==> src/rtl/branch_resolve_unit.sv <==
// branch_resolve_unit
// Holds in-flight BTB predictions from fetch in a small circular queue.
// When execute resolves the oldest instruction, the head prediction is checked
// against the actual outcome. The unit raises a registered fetch redirect on a
// mispredict and a registered BTB write for every taken branch.
//
// Handshake: a prediction is accepted on a rising edge only when
// i_pred_valid && o_pred_ready. o_pred_ready depends only on registered
// occupancy, so a full queue refuses a push even if a pop happens in the same
// cycle. i_res_valid has no ready: execute resolves in program order and the
// unit must take it. A resolve seen while the queue is empty sets o_err.
module branch_resolve_unit #(
    parameter int ADDR_WIDTH = 64,
    parameter int DEPTH      = 4
) (
    input  logic                       i_clk,
    input  logic                       i_arst,
    input  logic                       i_pred_valid,
    input  logic [ADDR_WIDTH-1:0]      i_pred_pc,
    input  logic                       i_pred_hit,
    input  logic [ADDR_WIDTH-1:0]      i_pred_target,
    output logic                       o_pred_ready,
    input  logic                       i_res_valid,
    input  logic                       i_res_taken,
    input  logic [ADDR_WIDTH-1:0]      i_res_target,
    output logic                       o_redirect,
    output logic [ADDR_WIDTH-1:0]      o_redirect_addr,
    output logic                       o_btb_update,
    output logic [ADDR_WIDTH-1:0]      o_btb_instr_addr,
    output logic [ADDR_WIDTH-1:0]      o_btb_target_addr,
    output logic [$clog2(DEPTH+1)-1:0] o_count,
    output logic                       o_err
);

    localparam int PTR_W = $clog2(DEPTH);
    localparam int CNT_W = $clog2(DEPTH + 1);

    localparam logic [CNT_W-1:0]      CNT_FULL = CNT_W'(DEPTH);
    localparam logic [CNT_W-1:0]      CNT_ONE  = CNT_W'(1);
    localparam logic [PTR_W-1:0]      PTR_ONE  = PTR_W'(1);
    localparam logic [ADDR_WIDTH-1:0] INSTR_SZ = ADDR_WIDTH'(4);

    // Prediction storage; payload needs no reset because occupancy guards every read.
    logic [ADDR_WIDTH-1:0] pc_mem  [DEPTH];
    logic                  hit_mem [DEPTH];
    logic [ADDR_WIDTH-1:0] tgt_mem [DEPTH];

    logic [PTR_W-1:0] rd_ptr;
    logic [PTR_W-1:0] wr_ptr;
    logic [CNT_W-1:0] count;

    logic                  push;
    logic                  pop;
    logic                  mispredict;
    logic                  flush;
    logic [ADDR_WIDTH-1:0] head_pc;
    logic                  head_hit;
    logic [ADDR_WIDTH-1:0] head_tgt;

    assign o_pred_ready = (count != CNT_FULL);
    assign o_count      = count;

    // Head lookup and prediction-versus-outcome compare for the resolving instruction.
    always_comb begin
        head_pc    = pc_mem[rd_ptr];
        head_hit   = hit_mem[rd_ptr];
        head_tgt   = tgt_mem[rd_ptr];
        push       = i_pred_valid && o_pred_ready;
        pop        = i_res_valid && (count != '0);
        mispredict = (head_hit != i_res_taken) ||
                     (head_hit && i_res_taken && (head_tgt != i_res_target));
        flush      = pop && mispredict;
    end

    // Write accepted predictions at the tail; a flushing cycle drops the wrong-path push.
    always_ff @(posedge i_clk) begin
        if (push && !flush) begin
            pc_mem[wr_ptr]  <= i_pred_pc;
            hit_mem[wr_ptr] <= i_pred_hit;
            tgt_mem[wr_ptr] <= i_pred_target;
        end
    end

    // Queue pointers and occupancy; a mispredict empties the queue outright.
    always_ff @(posedge i_clk) begin
        if (i_arst) begin
            rd_ptr <= '0;
            wr_ptr <= '0;
            count  <= '0;
        end else if (flush) begin
            rd_ptr <= '0;
            wr_ptr <= '0;
            count  <= '0;
        end else begin
            if (push) begin
                wr_ptr <= wr_ptr + PTR_ONE;
            end
            if (pop) begin
                rd_ptr <= rd_ptr + PTR_ONE;
            end
            case ({push, pop})
                2'b10:   count <= count + CNT_ONE;
                2'b01:   count <= count - CNT_ONE;
                default: count <= count;
            endcase
        end
    end

    // Registered redirect and BTB write pulses, one cycle after the resolve edge.
    always_ff @(posedge i_clk) begin
        if (i_arst) begin
            o_redirect        <= 1'b0;
            o_redirect_addr   <= '0;
            o_btb_update      <= 1'b0;
            o_btb_instr_addr  <= '0;
            o_btb_target_addr <= '0;
        end else begin
            o_redirect   <= flush;
            o_btb_update <= pop && i_res_taken;
            if (flush) begin
                o_redirect_addr <= i_res_taken ? i_res_target : (head_pc + INSTR_SZ);
            end
            if (pop && i_res_taken) begin
                o_btb_instr_addr  <= head_pc;
                o_btb_target_addr <= i_res_target;
            end
        end
    end

    // Sticky error for a resolve that arrives with nothing in flight.
    always_ff @(posedge i_clk) begin
        if (i_arst) begin
            o_err <= 1'b0;
        end else if (i_res_valid && (count == '0)) begin
            o_err <= 1'b1;
        end
    end

endmodule

==> config.mk <==
export PLATFORM = sky130hd
export DESIGN_NAME = branch_resolve_unit
export DESIGN_NICKNAME = d
export VERILOG_FILES = /design/src/rtl/branch_resolve_unit.sv
export SDC_FILE = /design/constraint.sdc
export NUM_CORES = 1
export LEC_CHECK = 0
export CAP_MARGIN = 20
export CORE_MARGIN = 5
export CORE_UTILIZATION = 40
export DETAILED_ROUTE_END_ITERATION = 12
export GPL_TIMING_DRIVEN = 0
export REMOVE_ABC_BUFFERS = 1
export SLEW_MARGIN = 40
export SYNTH_ARGS = -nofsm -noshare
export SYNTH_HDL_FRONTEND = slang
export SYNTH_SLANG_ARGS = --single-unit
==> constraint.sdc <==
create_clock -name i_clk -period 6.2 [get_ports i_clk]
set_clock_uncertainty 0.15 [all_clocks]
set_input_delay 1.24 -clock i_clk [delete_from_list [all_inputs] [get_ports i_clk]]
set_output_delay 1.24 -clock i_clk [all_outputs]
set_load 0.02 [all_outputs]
# ---- Yosys cells after proc, flatten, opt, wreduce, memory -nomap -nowiden
# Memories as Yosys holds them, arrays and structs flattened. A register that Yosys moved wholly into a read port is not among the register bits.
# Cells that the tools add are included.
dict set report totals {
  regBits 202
  ramBits 516
  elab_cells 46
  n_memories 3
}
dict set report op_classes {
  add_sub_neg 5
  eq_ne 5
  mux 10
  n_reduce_logical 14
}
# name words width read_ports rd_clocked_by_memory_dff write_ports line_no
set memory_table {}
lappend memory_table {pc_mem 4 64 1 1 1 44} ;# logic [ADDR_WIDTH-1:0] pc_mem [DEPTH];
lappend memory_table {tgt_mem 4 64 1 1 1 46} ;# logic [ADDR_WIDTH-1:0] tgt_mem [DEPTH];
lappend memory_table {hit_mem 4 1 1 1 1 45} ;# logic hit_mem [DEPTH];
# operator n
set op_table {}
lappend op_table {{64-bit by 3-bit adder with 64-bit output (second input constant)} 1}
lappend op_table {{64-bit two-way mux} 1}
lappend op_table {{64-bit != test} 1}
lappend op_table {{2-bit two-way mux} 6}
lappend op_table {{1-bit logical AND} 8}
lappend op_table {{3-bit one-hot mux with 2 select lines} 1}
lappend op_table {{2-bit by 1-bit adder with 2-bit output (second input constant)} 2}
lappend op_table {{3-bit by 1-bit adder with 3-bit output (second input constant)} 1}
lappend op_table {{3-bit logical NOT} 1}
lappend op_table {{3-bit != test (second input constant)} 1}
lappend op_table {{3-bit nonzero test} 1}
lappend op_table {{3-bit by 1-bit subtractor with 3-bit output (second input constant)} 1}
lappend op_table {{2-bit by 1-bit equality test with 1-bit output (second input constant)} 1}
lappend op_table {{2-bit equality test (second input constant)} 1}
lappend op_table {{1-bit two-way mux} 2}
lappend op_table {{2-bit nonzero test} 1}
lappend op_table {{2-bit OR reduction} 1}
lappend op_table {{1-bit logical NOT} 1}
lappend op_table {{1-bit logical OR} 1}
lappend op_table {{1-bit != test} 1}

# ---- Logic depth before layout (Yosys ltp)
# Gate-level depths: netlist of the first run.
dict set report depth {
  depth_word 8
  mapped_depth 13
}

# ---- Worst setup path after synthesis of the first run
# OpenSTA, ideal clock, no wires.
dict set report synth_timing {
  path_kind {reg-to-reg}
  startpoint {register (tool-made name)}
  endpoint {memory hit_mem[0] (enable)}
  arrival_time_ns 5.832
  setup_slack_ns -0.286
  path_stages_with_launch 13
  synth_period_minus_slack_ns 6.486
  path_cell_list {dfxtp_1 > buf_6 > buf_6 > buf_6 > buf_6 > buf_6 > mux4_2 > ha_1 > and2_1 > a31oi_4 > buf_2 > nor2b_1 > and2_1}
}
# item line_no
set synth_lines {}
lappend synth_lines {{end: declaration} 45}

==> results of run 1 <==
[cells by family after synthesis]
| family | share of synthesized area, % |
|---|---|
| mux | 11.3 |
| fa+ha+maj | 0.380 |
| simple gates | 8.49 |
| xor+xnor | 4.02 |
| flops | 69.1 |
| buf+inv | 2.19 |
| compound gates | 4.47 |
[area by class of cell]
type	count	area, um^2	area share [%]
diodes	16	40.0	0.109
clock buffers	107	2300	6.24
clock inverters	41	508	1.38
inverters	15	58.8	0.160
multi-input cells	1065	8200	22.3
flip-flops and latches	720	19600	53.2
well taps	940	1180	3.20
repair buffers	446	4940	13.4
[worst max-delay path, cell delays in order, from the launching register on]
cell     delay (ns)
dfxtp_4        0.36
buf_12         0.20
buf_12         0.25
buf_12         0.25
mux4_2         0.56
xnor2_2        0.30
nand4_1        0.37
nor4_4         0.53
nand4_1        0.21
a31oi_4        0.23
buf_8          0.20
nor2b_1        0.31
and2_4         0.37
buf_12         0.24
buf_12         0.21
buf_12         0.22
buf_12         0.22
[cells in the mapped netlist (all sizes together)]
| library cell | count |
|---|---|
| or2 | 1 |
| inv | 15 |
| a2111oi | 4 |
| xor2 | 27 |
| a31oi | 1 |
| nand2b | 1 |
| mux2i | 28 |
| edfxtp | 516 |
| nand3b | 7 |
| nand3 | 25 |
| a22o | 18 |
| a32o | 1 |
| o41ai | 8 |
| mux4 | 129 |
| a31o | 4 |
| xnor2 | 103 |
| dfxtp | 204 |
| nor2 | 71 |
| a21oi | 134 |
| nand4 | 36 |
| a211o | 4 |
| and3 | 9 |
| mux2 | 2 |
| a21boi | 1 |
| nor2b | 3 |
| clkbuf | 70 |
| nand2 | 342 |
| and4 | 7 |
| nor3 | 17 |
| nor4 | 15 |
| fa | 1 |
| o21ai | 44 |
| buf | 40 |
| ha | 7 |
| and2 | 15 |
[path summary, 6_finish.rpt]
check | start | to | slack, ns
worst max-delay path | flop | tgt_mem[3][8]$_DFFE_PP_ | 0.58
worst min-delay path | o_btb_target_addr[3]$_SDFFE_PP0P_ | o_btb_target_addr[3]$_SDFFE_PP0P_ | 0.30
worst min register to register | o_btb_target_addr[3]$_SDFFE_PP0P_ | o_btb_target_addr[3]$_SDFFE_PP0P_ | 0.30
worst max register to register | flop | tgt_mem[3][8]$_DFFE_PP_ | 0.58
[sequential cells by signal, indices dropped and copies added (netlist names), 2 cells and up, named ones only]
signal and count:
hit_mem 4, o_btb_instr_addr 64, wr_ptr 2, tgt_mem 256, pc_mem 256, o_redirect_addr 64, o_count 3, o_btb_target_addr 64
rd_ptr 2
[through the flow]
step                      power [mW]  setup TNS (ns)  cells  utilization, %  worst slack, ns
after global routing            16.2               0   3343            52.4            0.323
after floorplan                 8.94        -3165.34   1800               -            -5.73
after CTS                       15.7               0   3332            52.4            0.181
after detailed placement        10.7          -80.40   3183            48.3           -0.523
final                           15.5               0   3350            52.5            0.575
after global placement          10.6        -8590.57   3136            46.9           -14.11
[routing by layer]
metal	track usage (%)	share of wire (%)
met5	0	0.041
met4	7.66	3.0
met3	4.86	6.3
met2	34.4	49
met1	28.2	42
[power by group]
group / switching [mW] / total (mW) / internal (mW) / leakage (nW)
Clock: 1.92 / 4.96 / 3.03 / 1.38
Sequential: 0.232 / 6.17 / 5.93 / 6.38
Combinational: 2.46 / 4.40 / 1.94 / 4.20
[what timing repair did]
action	4_1_cts	5_1_grt
buffers inserted	1	2
gates resized for setup	3	0
setup endpoints to repair	395	23
pin swaps	1	0
gates cloned	0	0
==> run metrics, run 1 <==
Fin Hold WS 0.303 ns; largest net degree at the start of global routing 72; GR Util All Layers 21.2%; clk_lat worst skew 0.62 ns; Setup Crit Path Kind reg -> reg; Syn Std Cell Area 28300 um^2; root buf cell clkbuf_16; Leak 12.0 nW; DR pass1 iterations 5; post-route ant nets 0; Synth Warn # 0; global-route wire length before repair 121000 um; clock-pin slew on the worst setup and hold paths 0.06 ns; CTS tree done; Placer Congestion 0.784; Synth area leader edfxtp_1; CTS Buf Count 79; max cap viols 0; post-DP HPWL 58800 um; Setup-failing EPs final 0; Setup crit start kind flop; Syn Inst Count 1910; vias in the first global route 17.9k; Slew Limit Fails 0; Final Cell Area 36800 um^2; Die Wd 276 um; drt drc 0; power per standard cell area 422 nW/um^2; port bufs 396; Avg Inst Size Synth 14.8 um^2; Hold Path Stages 2; die area 76200 um^2; unrepaired setup endpoints after global routing false; H-tree depth 3; via total after detailed routing 17.6k; #FFs+latches synth 720; commonest cells after routing, fill and taps aside 516 x edfxtp_1, 394 x clkdlybuf4s50_1, 340 x nand2_1, 202 x dfxtp_1, 134 x a21oi_1; Area Growth Syn to Fin 29.9%; outcome finished, final reports clean; wire per inst 24.6 um; Clock Tree Buf Depth 3; Via density 5.25; Final period util 90.7%; data required time of the critical path 6.36 ns; Layout fillers 5857; Yosys cell types 45; Arr. time, crit path 5.78 ns; Peak VDD IR 198 uV; row cnt 97; core area 70100 um^2; register area share after synthesis 69.1%; drt total wl 82300 um; I/O pin total 397; worst min-delay path category reg -> reg; fin crit period 5.62 ns; placed cell areas 33900 um^2; Hold Buf Count CTS 0; ratio of cells with drive above 1 in the final layout 14.0%; crit path capture type flop; Final #Nets 2533; Worst-Margin Slew 0.817 ns; Register-to-Register Path Depth 16; Fmax 178 MHz; clk sink count 720; Die Y 276 um; Max-slew headroom 45.5%; most common cell after layout, fill and taps aside edfxtp_1; CP max FO 24; Initial Utilization 40.4%; Iter 0 DRT Violations 1276; synth top area cells edfxtp_1 55%, dfxtp_1 14%, mux4_2 10%; area fraction of the dominant cell type after synthesis 54.7%; antenna violations before repair 23; Hold Violations, Final 0; grt ovf 0
Power figures use the tool's default switching activity.
==> run 2: changes to the inputs <==
- MAX_ROUTING_LAYER: not set -> met4
==> run metrics, run 2 (synthesis results as in run 1) <==
outcome finished, final reports clean; CP max FO 24; Arr. time, crit path 6.00 ns; GR Util All Layers 21.8%; Final #Nets 2531; wire per inst 24.6 um; clock share of power 31.9%; via total after detailed routing 17.6k; core area 70100 um^2; internal power 10.9 mW; I/O pin total 397; global-route wire length before repair 121000 um; Psw 4.61 mW; Placer Congestion 0.795; Seq pwr share 39.9%; clk_lat worst skew 0.62 ns; data required time of the critical path 6.36 ns; Area Growth Syn to Fin 29.9%; root buf cell clkbuf_16; Final period util 94.3%; port bufs 396; DR pass1 iterations 5; Setup crit start kind flop; die area 76200 um^2; largest net degree at the start of global routing 72; Worst-Margin Slew 0.784 ns; Post-Place Cells 3183; post-DP HPWL 58800 um; clock-pin slew on the worst setup and hold paths 0.06 ns; vias in the first global route 17.9k; Via density 5.26; unrepaired setup endpoints after global routing false; H-tree depth 3; Top Registers pc_mem x256, tgt_mem x256; Setup Crit Path Kind reg -> reg; Fmax 171 MHz; Hold Violations, Final 0; Iter 0 DRT Violations 1341; Clock Tree Buf Depth 3; antenna violations before repair 22; drt total wl 82500 um; clk sink count 720; power per standard cell area 422 nW/um^2; Net Sw Frac 29.7%; fin cells 3352; CTS tree done; Peak VDD IR 198 uV; fin crit period 5.85 ns; Slew Limit Fails 0; row cnt 97; ratio of cells with drive above 1 in the final layout 13.9%; Die Y 276 um; Logic pwr share 28.2%; Die Wd 276 um; Hold Buf Count CTS 0; post-layout util 52.5%; commonest cells after routing, fill and taps aside 516 x edfxtp_1, 394 x clkdlybuf4s50_1, 340 x nand2_1, 202 x dfxtp_1, 134 x a21oi_1; post-route ant nets 0; Max-slew headroom 47.7%; CTS Buf Count 79; Initial Utilization 40.4%; max cap viols 0; drt drc 0; crit path capture type flop; Setup-failing EPs final 0; most common cell after layout, fill and taps aside edfxtp_1; grt ovf 0; Leak 12.0 nW; worst min-delay path category reg -> reg
run 2: per-layer routing:
layer  global-route usage (%)  share of wire (%)  up-vias
met3                     4.83                6.3      129
met5                        -                  0        -
met2                     34.4                 49      569
met1                     28.2                 42     8965
li1                         -                  -     7985
met4                     7.66                3.0        0
run 2: power by group through the flow:
stage / logic [mW] / clock network, mW / registers (mW)
floorplan: 2.22 / 0 / 6.72
global placement: 3.97 / 0 / 6.65
detailed placement: 4.40 / 0 / 6.30
CTS: 4.42 / 5.08 / 6.20
global route: 4.68 / 5.31 / 6.26
finish: 4.37 / 4.95 / 6.20
run 2: worst paths after layout:
check | slack [ns] | cells past startpoint | start | end
worst max-delay path | 0.35 | 16 | flop | tgt_mem[3][8]$_DFFE_PP_
worst max register to register | 0.35 | 16 | flop | tgt_mem[3][8]$_DFFE_PP_
worst min register to register | 0.30 | 2 | o_btb_target_addr[3]$_SDFFE_PP0P_ | o_btb_target_addr[3]$_SDFFE_PP0P_
worst min-delay path | 0.30 | 2 | o_btb_target_addr[3]$_SDFFE_PP0P_ | o_btb_target_addr[3]$_SDFFE_PP0P_
run 2: metrics by stage:
stage | power [mW] | hold WS (ns) | TNS [ns] | worst slack (ns) | cell area, um^2
after floorplan | 8.94 | 0.318 | -3165.34 | -5.73 | 27800
after global placement | 10.6 | 0.292 | -8590.57 | -14.11 | 32900
after detailed placement | 10.7 | 0.295 | -80.40 | -0.523 | 33900
after CTS | 15.7 | 0.302 | 0 | 0.181 | 36700
after global routing | 16.2 | 0.315 | 0 | 0.0763 | 36800
final | 15.5 | 0.303 | 0 | 0.354 | 36800
run 2: area by class of cell:
| type | count | area, um^2 |
|---|---|---|
| sequential | 720 | 19600 |
| multi-input combinational | 1065 | 8200 |
| inverter | 15 | 58.8 |
| tap | 940 | 1180 |
| clock inverter | 41 | 508 |
| timing repair buffer | 444 | 4920 |
| clock buffer | 107 | 2300 |
| fill | 5857 | 33300 |
| antenna | 20 | 50.0 |
run 2: worst max-delay path: stages (launching register included):
cell and delay, ns:
dfxtp_4 0.60, buf_12 0.26, buf_12 0.26, buf_12 0.25, mux4_2 0.55, xnor2_2 0.30, nand4_1 0.33, nor4_4 0.47
nand4_1 0.22, a31oi_4 0.23, buf_8 0.20, nor2b_1 0.31, and2_4 0.37, buf_12 0.24, buf_12 0.21, buf_12 0.22
buf_12 0.22
run 2: what timing repair did:
item | in CTS | in global routing
endpoints found under the setup margin | 395 | 23
buffers inserted | 1 | 0
pin swaps | 1 | 1
resized for setup | 3 | 0
==> RTL change 1: new RTL, flow settings as in run 1 <==
`DEPTH`: 4 -> 8.
--- a/src/rtl/branch_resolve_unit.sv
+++ b/src/rtl/branch_resolve_unit.sv
@@ -11,7 +11,7 @@
 // unit must take it. A resolve seen while the queue is empty sets o_err.
 module branch_resolve_unit #(
     parameter int ADDR_WIDTH = 64,
-    parameter int DEPTH      = 4
+    parameter int DEPTH      = 8
 ) (
     input  logic                       i_clk,
     input  logic                       i_arst,
Interface: changed (resized o_count); port bits go from 397 to 398. The function was not compared with the original's and may differ.
==> RTL change 1 against run 1 <==
- worst setup slack lost 440 ps
- design area grew 72%
- power grew 57%
- highest routed layer unchanged
- core utilization shrank 1.3 points
- sequential cell count grew 520
- area after synthesis grew 76%
- wire length grew 89%
- critical endpoint is now pc_mem[5][11]$_DFFE_PP_
==> RTL change 1: results (changes against run 1) <==
Global routing
  • Met2 Resource Use GR: 35.8% (+1.5 points)
  • Initial antenna violation count: 24 (+4.3%)
  • GRT Resource Usage Total: 23.1% (+2.0 points)
  • Largest net degree at the start of global routing: 85 (+18%)
  • First-pass GRT wire length: 220,000 µm (+81%)
  • Met1 global-route usage: 33.4% (+5.2 points)
  • Met3 Usage GRT: 5.69% (+0.83 points)

Clock network
  • Clk buf depth: 3 (unchanged)
  • CTS buffer count: 136 (+72%)
  • Worst-Skew Late Latency: 740 ps (+120 ps)
  • H-tree Lvls: 4 (+1)
  • Clk root buf: clkbuf_16

Synthesis
  • Xor-xnor portion of the synthesized cell area: 1.18% (-2.8 points)
  • Post-synth cell types: 71 (+58%)
  • Fraction of registers with async set/reset: 0% (unchanged)
  • Mux contribution to synthesized area: 14.6% (+3.3 points)
  • Synth top area cells: edfxtp_1 (62%), mux4_2 (8.4%), dfxtp_1 (8.4%)
  • Synth Area in Compound Gates: 5.27% (+0.80 points)
  • Syn_area_per_cell: 16.8 µm² (+13%)
  • Top post-synthesis cells by count: edfxtp_1 (1,032), mux2i_1 (270), nand2_1 (235)
  • Number of synthesized flops with an enable pin: 1,032 (+100%)
  • Sequential area share after synthesis: 70.6% (+1.5 points)
  • Synth Area in Adders: 0.216% (-0.16 points)

Worst setup path
  • Crit path max fanout: 29 (+21%)
  • Reg-to-reg setup timing slack: 140 ps (-440 ps)
  • Crit path DAT: 6340 ps (+560 ps)
  • CP delay by family, top: buffers and inverters
  • Critical Path Slowest Stage Cell: nor2b_4

Cells and area
  • Share of cells above drive strength 1: 23.7% (+9.7 points)
  • Top Registers: pc_mem x512, tgt_mem x512
  • Fill count: 10,300 (+76%)
  • Area grow syn2layout: 27.0%
  • Nets: 3,940 (+56%)

Placed design
  • Worst slack at placement: -1900 ps (-1380 ps)
  • Placed insts: 5,207 (+64%)
  • Placed cell areas: 0.0579 mm² (+71%)
  • Port Buffers: 397 (+0.25%)
  • DP HPWL: 113,000 µm (+92%)
  • GPL Wtd Cong: 0.770 (-1.7%)

Route
  • Top sig layer: met5
  • Starting DRT DRC Count: 2,825 (+120%)
  • M1 WL: 69,300 µm (+100%)
  • Drt wl/cell: 28.3 µm (+15%)
  • WL met3: 12,600 µm (+140%)
  • TritonRoute pass-1 iters: 6 (+1)
  • Met2 routed WL: 70,700 µm (+76%)
  • Total number of vias: 30,300 (+72%)
  • Post-DR vias/cell: 5.51 (+4.9%)

Power and ir drop
  • Clock share of power: 32.9% (+1.0 points)
  • Sequential power: 10.3 mW (+67%)
  • Leakage: 21.0 nW (+75%)
  • Sequential share of power: 42.4% (+2.7 points)
  • P_sw: 7.20 mW (+56%)
  • Peak supply drop: 0.300 mV (+52%)

STA
  • Worst Tran Pin Value: 973 ps (+156 ps)
  • PnR worst setup slack: 139 ps (-436 ps)
  • Final hold slack: 302 ps (-1.08 ps)

Outcome
  • Outcome: finished, final reports clean

Min path
  • HP Class: reg2reg
==> RTL change 1: cell count changes in the layout (fill, tap and decap cells not counted), moves of 31 or more <==
cell | run 1 | this run
buf_4 | 4 | 72
xnor2_1 | 102 | 57
nor2_1 | 70 | 113
a21oi_1 | 134 | 92
mux4_2 | 128 | 186
nand2_1 | 340 | 234
a211oi_1 | 0 | 68
mux2i_1 | 28 | 241
clkbuf_16 | 83 | 146
mux2i_2 | 0 | 31
buf_2 | 0 | 272
a22oi_1 | 0 | 62
edfxtp_1 | 516 | 1032
==> RTL change 1: logic make-up after synthesis <==
family                   Yosys count
XOR/XNOR                          67
flip-flops                      1240
multiplexers                     481
AO/OA/AOI/OAI                    382
adder cells (fa/ha/maj)            8
AND/OR/NAND/NOR                  585
buffers and inverters            197
==> RTL change 1: repair_timing <==
item,in CTS,in global routing
resized for setup,48,18
pin swaps,13,10
buffers inserted,23,9
cloned,10,3
setup endpoints to repair,893,151
==> RTL change 1: cell type report <==
cell class	count	share of cell area [%]
tap	1637	3.24
clock inverter	67	1.01
multi-input combinational	1523	22.0
antenna	11	0.0435
clock buffer	183	5.98
timing repair buffer	814	11.9
sequential	1240	55.6
inverter	19	0.137
==> RTL change 1: worst paths after layout <==
| check | depth (start not counted) | start | end |
|---|---|---|---|
| setup / recovery | 24 | flip-flop | pc_mem[5][11]$_DFFE_PP_ |
| hold / removal | 2 | o_btb_target_addr[49]$_SDFFE_PP0P_ | o_btb_target_addr[49]$_SDFFE_PP0P_ |
| setup reg to reg | 24 | flip-flop | pc_mem[5][11]$_DFFE_PP_ |
| hold reg to reg | 2 | o_btb_target_addr[49]$_SDFFE_PP0P_ | o_btb_target_addr[49]$_SDFFE_PP0P_ |
==> RTL change 2: new RTL, settings of run 1 <==
Made on the original files. Make the reset (`i_arst`) asynchronous in 3 clocked blocks.
--- a/src/rtl/branch_resolve_unit.sv
+++ b/src/rtl/branch_resolve_unit.sv
@@ -82,7 +82,7 @@
     end
 
     // Queue pointers and occupancy; a mispredict empties the queue outright.
-    always_ff @(posedge i_clk) begin
+    always_ff @(posedge i_clk or posedge i_arst) begin
         if (i_arst) begin
             rd_ptr <= '0;
             wr_ptr <= '0;
@@ -107,7 +107,7 @@
     end
 
     // Registered redirect and BTB write pulses, one cycle after the resolve edge.
-    always_ff @(posedge i_clk) begin
+    always_ff @(posedge i_clk or posedge i_arst) begin
         if (i_arst) begin
             o_redirect        <= 1'b0;
             o_redirect_addr   <= '0;
@@ -128,7 +128,7 @@
     end
 
     // Sticky error for a resolve that arrives with nothing in flight.
-    always_ff @(posedge i_clk) begin
+    always_ff @(posedge i_clk or posedge i_arst) begin
         if (i_arst) begin
             o_err <= 1'b0;
         end else if (i_res_valid && (count == '0)) begin
Behaviour: differs if i_arst is asserted again (counterexample within 4 cycles, from zero or initial values and one cycle with i_arst high); with i_arst held inactive, the same outputs for 4 cycles.
==> RTL change 2 against run 1 <==
- sequential power increased by 13%
- wire length grew 2.0%
- core utilization shrank 0.35 points
- design area is 3.0% higher
- area after synthesis increased by 3.2%
- power is 22% higher
- first-iteration DRC count shrank 12%
- count of clock-buffer cells in the layout up 7
- worst setup slack got worse by 320 ps
- sequential cell count fell by 2
- largest power group is now combinational cells
- highest routed layer unchanged
==> RTL change 2: results (changes against run 1) <==
Outcome
  • Outcome: finished, final reports clean

Synthesis
  • Number of synthesized flops with an enable pin: 516 (unchanged)
  • Synth top area cells: edfxtp_1 (53%), dfrtp_1 (17%), mux4_2 (9.9%)
  • Post-synth cell types: 54 (+20%)
  • Main synth FF type: edfxtp_1
  • Fraction of registers with async set/reset: 28.1% (+28 points)
  • Sequential area share after synthesis: 70.3% (+1.2 points)
  • Top post-synthesis cells by count: edfxtp_1 (516), dfrtp_1 (202), mux2_2 (148)
  • Yosys warning count: 0 (unchanged)

Power and ir drop
  • P_sw: 6.22 mW (+35%)
  • Leakage: 13.3 nW (+11%)
  • Peak supply drop: 0.293 mV (+48%)

Placed design
  • Port Buffers: 396 (unchanged)
  • GPL Wtd Cong: 0.775 (-1.0%)
  • Placed cell areas: 0.0351 mm² (+3.6%)
  • DP HPWL: 61,600 µm (+4.7%)

Cells and area
  • Share of cells above drive strength 1: 26.5% (+13 points)
  • Top Registers: pc_mem x256, tgt_mem x256
  • Fill count: 5,897 (+0.68%)
  • Nets: 2,343 (-7.5%)

Global routing
  • Met2 Resource Use GR: 34.3% (about the same)
  • Initial antenna violation count: 18 (-22%)
  • Met3 Usage GRT: 5.19% (+0.33 points)
  • GRT Resource Usage Total: 21.0% (-0.17 points)
  • Met1 global-route usage: 28.2% (about the same)
  • Largest net degree at the start of global routing: 78 (+8.3%)
  • First-pass GRT wire length: 121,000 µm (-0.19%)

STA
  • Worst slew margin: 42.7% (-2.8 points)
  • Final hold slack: 317 ps (+14.0 ps)

Route
  • Drt wl/cell: 26.5 µm (+7.9%)
  • Total number of vias: 16,800 (-4.4%)
  • TritonRoute pass-1 iters: 7 (+2)
  • Starting DRT DRC Count: 1,122 (-12%)

Worst setup path
  • Crit path max fanout: 75 (+210%)
  • Reg2reg path depth: 19 (+3)
  • CP delay by family, top: buffers and inverters
  • Reg-to-reg setup timing slack: 260 ps (-320 ps)
  • Worst Setup SP: rd_ptr[0]$_DFFE_PP0P_
  • Crit path to: tgt_mem[0][52]$_DFFE_PP_
  • Largest stage delay, worst path: 560 ps (about the same)
  • Critical Path Slowest Stage Cell: mux4_2
  • Crit path DAT: 6100 ps (+320 ps)

Min path
  • Hold path endpoint: o_err$_DFFE_PP0P_
  • HP Class: reg2reg
  • Hold path cells: 1 (-1)
  • Hold_sp: o_err$_DFFE_PP0P_

Clock network
  • Clk root buf: clkbuf_16
  • H-tree Lvls: 3 (unchanged)
  • Clk slew on worst S/H paths: 60 ps (about the same)
  • Clk buf depth: 3 (unchanged)
  • Worst-Skew Late Latency: 610 ps
  • CTS buffer count: 78 (-1.3%)
[RTL change 2: power by group through the flow]
stage	clock network [mW]	registers (mW)	logic, mW
after floorplan	0	8.20	3.16
after global placement	0	7.63	6.46
after detailed placement	0	7.09	7.24
after CTS	4.85	6.98	7.35
after global routing	5.06	7.09	7.69
final	4.73	6.97	7.26
[RTL change 2: timing repair]
item,in CTS,in global routing
resized for setup,10,2
gates cloned,0,1
hold buffers,0,0
setup buffers,5,1
endpoints found under the setup margin,416,96
hold endpoints to repair,0,0
pin swaps,4,4
[RTL change 2: area by class of cell]
| type | count | area, µm² | area share (%) |
|---|---|---|---|
| inverter | 18 | 90.1 | 0.238 |
| tap | 959 | 1200 | 3.17 |
| antenna | 5 | 12.5 | 0.0330 |
| multi-input combinational | 795 | 8270 | 21.8 |
| clock inverter | 31 | 329 | 0.868 |
| clock buffer | 114 | 2310 | 6.09 |
| timing repair buffer | 527 | 5130 | 13.5 |
| sequential | 718 | 20600 | 54.3 |
[RTL change 2: per-stage QoR]
stage,std cells,worst slack (ps),power (mW)
final,3167,256,19.0
after global routing,3166,31.5,19.8
after CTS,3161,30.7,19.2
after detailed placement,3011,-1060,14.3
after global placement,2886,-26190,14.1
after floorplan,1531,-11800,11.4
[RTL change 2: logic make-up after synthesis]
| group | after synthesis | synth area share [%] |
|---|---|---|
| xor+xnor | 116 | 3.47 |
| compound gates | 86 | 1.70 |
| simple gates | 269 | 4.81 |
| fa+ha+maj | 7 | 0.325 |
| buf+inv | 94 | 1.81 |
| mux | 317 | 17.6 |
| flops | 718 | 70.3 |
[RTL change 2: per-layer routing]
layer  share of wire (%)  vias up
li1                    -     7381
met1                  42     8749
met2                  49      553
met3                 6.9      127
met4                 2.6       16
met5                0.14        -
